[config.mk]
export PLATFORM = sky130hd
export DESIGN_NAME = tick_timer_bank_flat
export DESIGN_NICKNAME = d
export VERILOG_FILES = /design/src/rtl/timer_pkg.sv /design/src/rtl/tick_timer_bank_if.sv /design/src/rtl/tick_prescaler.sv /design/src/rtl/tick_timer_bank.sv /design/src/flat_wrapper.sv
export SDC_FILE = /design/constraint.sdc
export NUM_CORES = 1
export LEC_CHECK = 0
export ABC_CLOCK_PERIOD_IN_PS = 3200
export CORE_UTILIZATION = 51
export DETAILED_ROUTE_END_ITERATION = 7
export PLACE_DENSITY = 0.84
export SYNTH_ARGS = -nofsm -noshare
export SYNTH_HDL_FRONTEND = slang
export SYNTH_SLANG_ARGS = --single-unit
[constraint.sdc]
create_clock -name clk -period 3.2 [get_ports clk]
set_input_delay 0.64 -clock clk [delete_from_list [all_inputs] [get_ports clk]]
set_output_delay 0.64 -clock clk [all_outputs]
set_load 0.02 [all_outputs]
[src/rtl/timer_pkg.sv]
// Shared types and defaults for the tick timer bank: channel state encoding
// and the default tick divider for a 1 ms tick from a 50 MHz clock.
package timer_pkg;

    typedef enum logic {
        IDLE = 1'b0,
        RUN  = 1'b1
    } ch_state_t;

    localparam int TICK_DIV_1MS_50MHZ = 50000;
    localparam int DEFAULT_NUM_CH     = 4;
    localparam int DEFAULT_CNT_W      = 16;

endpackage

[src/rtl/tick_timer_bank_if.sv]
// Control/status bundle between the game controller and the timer bank.
interface tick_timer_bank_if #(
    parameter int NUM_CH = 4,
    parameter int CNT_W  = 16
);
    logic                    enable;
    logic                    clear_time;
    logic                    tick;
    logic [NUM_CH-1:0]       ch_load;
    logic [NUM_CH*CNT_W-1:0] ch_value;
    logic [NUM_CH-1:0]       ch_periodic;
    logic [NUM_CH-1:0]       ch_stop;
    logic [NUM_CH-1:0]       ch_busy;
    logic [NUM_CH-1:0]       ch_expire;
    logic [NUM_CH*CNT_W-1:0] ch_count;

    modport master (
        output enable, clear_time, ch_load, ch_value, ch_periodic, ch_stop,
        input  tick, ch_busy, ch_expire, ch_count
    );

    modport slave (
        input  enable, clear_time, ch_load, ch_value, ch_periodic, ch_stop,
        output tick, ch_busy, ch_expire, ch_count
    );
endinterface

[src/rtl/tick_prescaler.sv]
// Shared prescaler: emits a registered one-cycle tick every TICK_DIV clocks
// while enabled; disable or clear restarts the count from zero.
module tick_prescaler
    import timer_pkg::*;
#(
    parameter int TICK_DIV = TICK_DIV_1MS_50MHZ
) (
    input  logic clk,
    input  logic rst,
    input  logic enable,
    input  logic clear_time,
    output logic tick
);
    localparam int            PW   = $clog2(TICK_DIV);
    localparam logic [PW-1:0] LAST = PW'(TICK_DIV - 1);

    logic [PW-1:0] presc_reg;

    always_ff @(posedge clk or negedge rst) begin
        if (!rst) begin
            presc_reg <= '0;
            tick      <= 1'b0;
        end else if (clear_time || !enable) begin
            presc_reg <= '0;
            tick      <= 1'b0;
        end else if (presc_reg == LAST) begin
            presc_reg <= '0;
            tick      <= 1'b1;
        end else begin
            presc_reg <= presc_reg + 1'b1;
            tick      <= 1'b0;
        end
    end
endmodule

[src/rtl/tick_timer_bank.sv]
// Bank of NUM_CH countdown channels sharing one prescaler tick; each channel
// is one-shot or periodic and pulses ch_expire for one cycle on expiry.
module tick_timer_bank
    import timer_pkg::*;
#(
    parameter int TICK_DIV = TICK_DIV_1MS_50MHZ,
    parameter int NUM_CH   = DEFAULT_NUM_CH,
    parameter int CNT_W    = DEFAULT_CNT_W
) (
    input  logic            clk,
    input  logic            rst,
    tick_timer_bank_if.slave bus
);
    logic tick;

    tick_prescaler #(
        .TICK_DIV(TICK_DIV)
    ) u_prescaler (
        .clk        (clk),
        .rst        (rst),
        .enable     (bus.enable),
        .clear_time (bus.clear_time),
        .tick       (tick)
    );

    assign bus.tick = tick;

    for (genvar gi = 0; gi < NUM_CH; gi++) begin : g_ch
        ch_state_t        state_reg;
        logic [CNT_W-1:0] count_reg;
        logic [CNT_W-1:0] reload_reg;
        logic             mode_reg;
        logic             expire_reg;
        logic [CNT_W-1:0] load_value;

        assign load_value = bus.ch_value[gi*CNT_W +: CNT_W];

        // Decrement only while count>1, so the counter can never wrap.
        always_ff @(posedge clk or negedge rst) begin
            if (!rst) begin
                state_reg  <= IDLE;
                count_reg  <= '0;
                reload_reg <= '0;
                mode_reg   <= 1'b0;
                expire_reg <= 1'b0;
            end else begin
                expire_reg <= 1'b0;
                if (bus.clear_time) begin
                    state_reg  <= IDLE;
                    count_reg  <= '0;
                    reload_reg <= '0;
                    mode_reg   <= 1'b0;
                end else if (bus.ch_load[gi]) begin
                    reload_reg <= load_value;
                    mode_reg   <= bus.ch_periodic[gi];
                    count_reg  <= load_value;
                    if (load_value == '0) begin
                        state_reg  <= IDLE;
                        expire_reg <= 1'b1;
                    end else begin
                        state_reg  <= RUN;
                    end
                end else if (bus.ch_stop[gi]) begin
                    state_reg <= IDLE;
                end else if (state_reg == RUN && tick) begin
                    if (count_reg > CNT_W'(1)) begin
                        count_reg <= count_reg - 1'b1;
                    end else begin
                        expire_reg <= 1'b1;
                        if (mode_reg) begin
                            count_reg <= reload_reg;
                        end else begin
                            count_reg <= '0;
                            state_reg <= IDLE;
                        end
                    end
                end
            end
        end

        assign bus.ch_busy[gi]                  = (state_reg == RUN);
        assign bus.ch_expire[gi]                = expire_reg;
        assign bus.ch_count[gi*CNT_W +: CNT_W]  = count_reg;
    end
endmodule

[src/flat_wrapper.sv]
// flat-port wrapper written by rule: the top's interface ports become plain ports
module tick_timer_bank_flat import timer_pkg::*;
#(
    parameter int TICK_DIV = TICK_DIV_1MS_50MHZ,
    parameter int NUM_CH   = DEFAULT_NUM_CH,
    parameter int CNT_W    = DEFAULT_CNT_W
)
  (clk, rst, bus_enable, bus_clear_time, bus_ch_load, bus_ch_value, bus_ch_periodic, bus_ch_stop, bus_tick, bus_ch_busy, bus_ch_expire, bus_ch_count);
  tick_timer_bank_if #(.NUM_CH(NUM_CH), .CNT_W(CNT_W)) bus_i ();
  input  logic clk;
  input  logic rst;
  input wire logic [$bits(bus_i.enable)-1:0] bus_enable;
  input wire logic [$bits(bus_i.clear_time)-1:0] bus_clear_time;
  input wire logic [$bits(bus_i.ch_load)-1:0] bus_ch_load;
  input wire logic [$bits(bus_i.ch_value)-1:0] bus_ch_value;
  input wire logic [$bits(bus_i.ch_periodic)-1:0] bus_ch_periodic;
  input wire logic [$bits(bus_i.ch_stop)-1:0] bus_ch_stop;
  output wire logic [$bits(bus_i.tick)-1:0] bus_tick;
  output wire logic [$bits(bus_i.ch_busy)-1:0] bus_ch_busy;
  output wire logic [$bits(bus_i.ch_expire)-1:0] bus_ch_expire;
  output wire logic [$bits(bus_i.ch_count)-1:0] bus_ch_count;
  assign bus_i.enable = bus_enable;
  assign bus_i.clear_time = bus_clear_time;
  assign bus_i.ch_load = bus_ch_load;
  assign bus_i.ch_value = bus_ch_value;
  assign bus_i.ch_periodic = bus_ch_periodic;
  assign bus_i.ch_stop = bus_ch_stop;
  assign bus_tick = bus_i.tick;
  assign bus_ch_busy = bus_i.ch_busy;
  assign bus_ch_expire = bus_i.ch_expire;
  assign bus_ch_count = bus_i.ch_count;
  tick_timer_bank #(.TICK_DIV(TICK_DIV), .NUM_CH(NUM_CH), .CNT_W(CNT_W)) u_core (.clk(clk), .rst(rst), .bus(bus_i));
endmodule
==> reports/results.md <==
| Quantity | Value |
| --- | --- |
| Run status | complete, no violations |
| Detailed Route WL | 25900 um |
| Synth cell types | 71 |
| DRT met1 WL | 10800 um |
| Area grow syn2layout | 25.0% |
| Clock sink total | 157 |
| Maximum number of pins on one net before global-route repair | 69 |
| Slew Limit Headroom | 0.474 |
| Final-layout setup total negative slack | 0 ps |
| Kind of end point of the critical path | register |
| Total Die Area | 18200 um^2 |
| Cell internal power dissipation | 0.00376 W |
| Via count normalized by instance count | 6.32 |
| Count of input and output buffers | 152 |
| Commonest cells after routing, fill and taps aside | dfrtp_1, clkdlybuf4s50_1, nor2_1, nand2_1, a21oi_1 |
| Post-layout worst setup margin | 568 ps |
| Switching share of power | 0.279 |
| Combinational cell fraction of total power | 0.182 |
| Reported net switching power | 0.00145 W |
| First-pass GRT wire length | 41800 um |
| Warning count from the yosys run | 0 |
| Number of fillers in the final layout | 1444 |
| Final worst-path cycle share | 0.823 |
| Unrepaired setup endpoints after global routing | no |
| Met3 layer wire length in the routed design | 2360 um |
| Sequential fraction of design power | 0.426 |
| Number of flip-flops and latches in the synthesized netlist | 157 |
| Clk Tree Root Cell | clkbuf_16 |
| Required time reported for the critical path endpoint | 3550 ps |
| Worst-case vdd ir drop | 0.382 mV |
| Overflow left after global routing | 0 |
| Placeable core region | 17300 um^2 |
| Clk slew on worst S/H paths | 60 ps |
| Tightest Hold Check Type | input port to async pin |
| Transition time of the tightest slew-check pin | 788 ps |
| Initial DRC count | 809 |
| First drt pass iteration count | 6 |
| Initial antenna violation count | 0 |
| Leakage power figure | 4.74 nW |
| Max FO, Critical Path | 18 |
| DP HPWL | 17700 um |
| Final number of setup-violating endpoints | 0 |
| CP peak stage delay | 580 ps |
| Max-Cap Viols | 0 |
| Maximum clock frequency | 0.380 GHz |
| Horizontal die dimension | 135 um |
| Total met2 wirelength after detailed routing | 12100 um |
| Remaining design rule violation count | 0 |
| Final hold violation count | 0 |
| Avg WL per Cell | 18.4 um |
| Prevailing post-synth register cell | dfrtp_1 |
| Chip Height | 135 um |
| I/O pin total | 153 |
| Area share of the leading cell type in the synthesized netlist | 0.436 |
| Post-placement cell count | 1376 |
| Post-layout net count | 1259 |
| Worst-path cell with the longest stage delay | or4_4 |
| Number of flops mapped to enable cells by yosys | 0 |
| Synth async-reset ratio | 1.00 |
| Clock tree buffer depth | 2 |
| Via count of the first global-routing pass | 8365 |
| Count of H-tree levels built during CTS | 4 |
| Share of cells above drive strength 1 | 0.0584 |
| Antenna fix cells | 0 |
| Post-synthesis instance area | 9020 um^2 |
| Count of nets left with antenna violations after detail routing | 0 |
| Setup Fix Bufs, Post-CTS | 0 |
| Highest routed metal layer | met4 |
| Post-layout minimum cycle time | 2630 ps |
| Sequential-to-total area share from yosys stat | 0.436 |
| Mean instance size in the synthesized netlist | 8.59 um^2 |
| Portion of total power attributed to the clock network | 0.392 |
| Final setup skew | 10.2 ps |
| Pre-CTS worst setup slack | 568 ps |
| # resized after CTS | 0 |
| Floorplan row count | 48 |
| # hold bufs at CTS | 0 |
| Leading area contributor after synthesis | dfrtp_1 |
| Total power density per cell area | 462 nW/um^2 |
| Clock tree from TritonCTS | built |
| Count of vias placed by the detailed router | 8884 |
| Min Hold Slack | 166 ps |
| Critical Path AT | 2980 ps |
| Total clock buffers created by CTS | 17 |
| Final Max Tran Viols | 0 |
| Largest cells by area after synthesis | dfrtp_1, nor2_1, nand2_1 |
| Net count after synthesis | 1139 |
| Chain of cells forming the critical path | or4_4, or4_4, nor2_2, buf_4, nand3_1, a311o_1, a21oi_1 |
| Finished Layout Cells | 1406 |
| Starting density of the core | 0.521 |
| Source-to-sink clock delay at the later pin of the worst-skew pair | 420 ps |
| Most common library cell in the layout ignoring fill and taps | dfrtp_1 |
| Launching element type of the critical path | register |
| Gpl congestion | 0.949 |
| Critical path class | register to register |
| Cell repeated most along the worst path | or4_4 |
| Total routing resource utilization after global routing | 0.290 |
| Post-Syn Instances | 1050 |
cell usage after synthesis, types with 21 or more instances:
| cell | number |
|---|---|
| dfrtp_1 | 157 |
| nor2_1 | 140 |
| nand2_1 | 118 |
| a21oi_1 | 85 |
| clkbuf_1 | 51 |
| mux2i_1 | 39 |
| o21ai_0 | 36 |
| nor3_1 | 34 |
| nand3_1 | 32 |
| inv_1 | 31 |
| nor4_1 | 30 |
| xor2_1 | 21 |
final timing paths:
path	startpoint	to	slack [ps]	cells after the start
setup / recovery	u_core.g_ch[3].count_reg[10]	u_core.g_ch[3].count_reg[6]	570	7
hold / removal	rst	u_core.g_ch[3].reload_reg[5]	170	1
setup reg to reg	u_core.g_ch[3].count_reg[10]	u_core.g_ch[3].count_reg[6]	570	7
hold reg to reg	u_core.g_ch[0].reload_reg[14]	u_core.g_ch[0].count_reg[14]	500	1
max in group asynchronous	rst	u_core.g_ch[0].reload_reg[10]	2150	2
min in group clk	u_core.g_ch[0].reload_reg[14]	u_core.g_ch[0].count_reg[14]	500	1
power by group through the flow:
stage	logic [W]	clock network (W)	registers, W
3_3_place_gp	0.000922	0	0.00224
6_report	0.000950	0.00204	0.00222
4_1_cts	0.000946	0.00206	0.00221
5_1_grt	0.00104	0.00213	0.00223
2_1_floorplan	0.000494	0	0.00227
3_5_place_dp	0.000936	0	0.00225
layer usage:
metal  global-route usage  up-vias
li1                     -     4052
met1                0.391     4294
met2                0.455      482
met3               0.0661       56
met4                0.110        0
met5                    0        -
layout make-up:
type / count / area, um^2 / share of cell area
well taps: 225 / 282 / 0.0250
multi-input cells: 784 / 4640 / 0.411
repair buffers: 178 / 1720 / 0.153
clock buffers: 23 / 468 / 0.0415
inverters: 32 / 120 / 0.0107
flip-flops and latches: 157 / 3930 / 0.349
clock inverters: 7 / 114 / 0.0101
stage by stage:
stage	cell area, um^2	total power [W]	utilization
after global routing	11300	0.00540	0.652
after CTS	11300	0.00522	0.652
after floorplan	9020	0.00276	-
after detailed placement	10700	0.00318	0.618
final	11300	0.00521	0.652
after global placement	10700	0.00317	0.618
logic make-up (layout without fill, tap and decap cells):
| group | after synthesis | in the layout | share of synthesized area |
|---|---|---|---|
| multiplexers | 39 | 39 | 0.0433 |
| buffers and inverters | 109 | 240 | 0.0502 |
| AO/OA/AOI/OAI | 255 | 255 | 0.187 |
| XOR/XNOR | 37 | 37 | 0.0359 |
| AND/OR/NAND/NOR | 444 | 444 | 0.236 |
| flip-flops | 157 | 157 | 0.436 |
| adder cells (fa/ha/maj) | 9 | 9 | 0.0125 |
worst max-delay path, delay by kind of cell (launching register included):
| kind | cells | cell delay (ps) |
|---|---|---|
| buffers and inverters | 1 | 280 |
| DFF | 1 | 420 |
| AOI/OAI and AO/OA | 2 | 470 |
| and+or+nand+nor | 4 | 1380 |
Power figures use the tool's default switching activity.
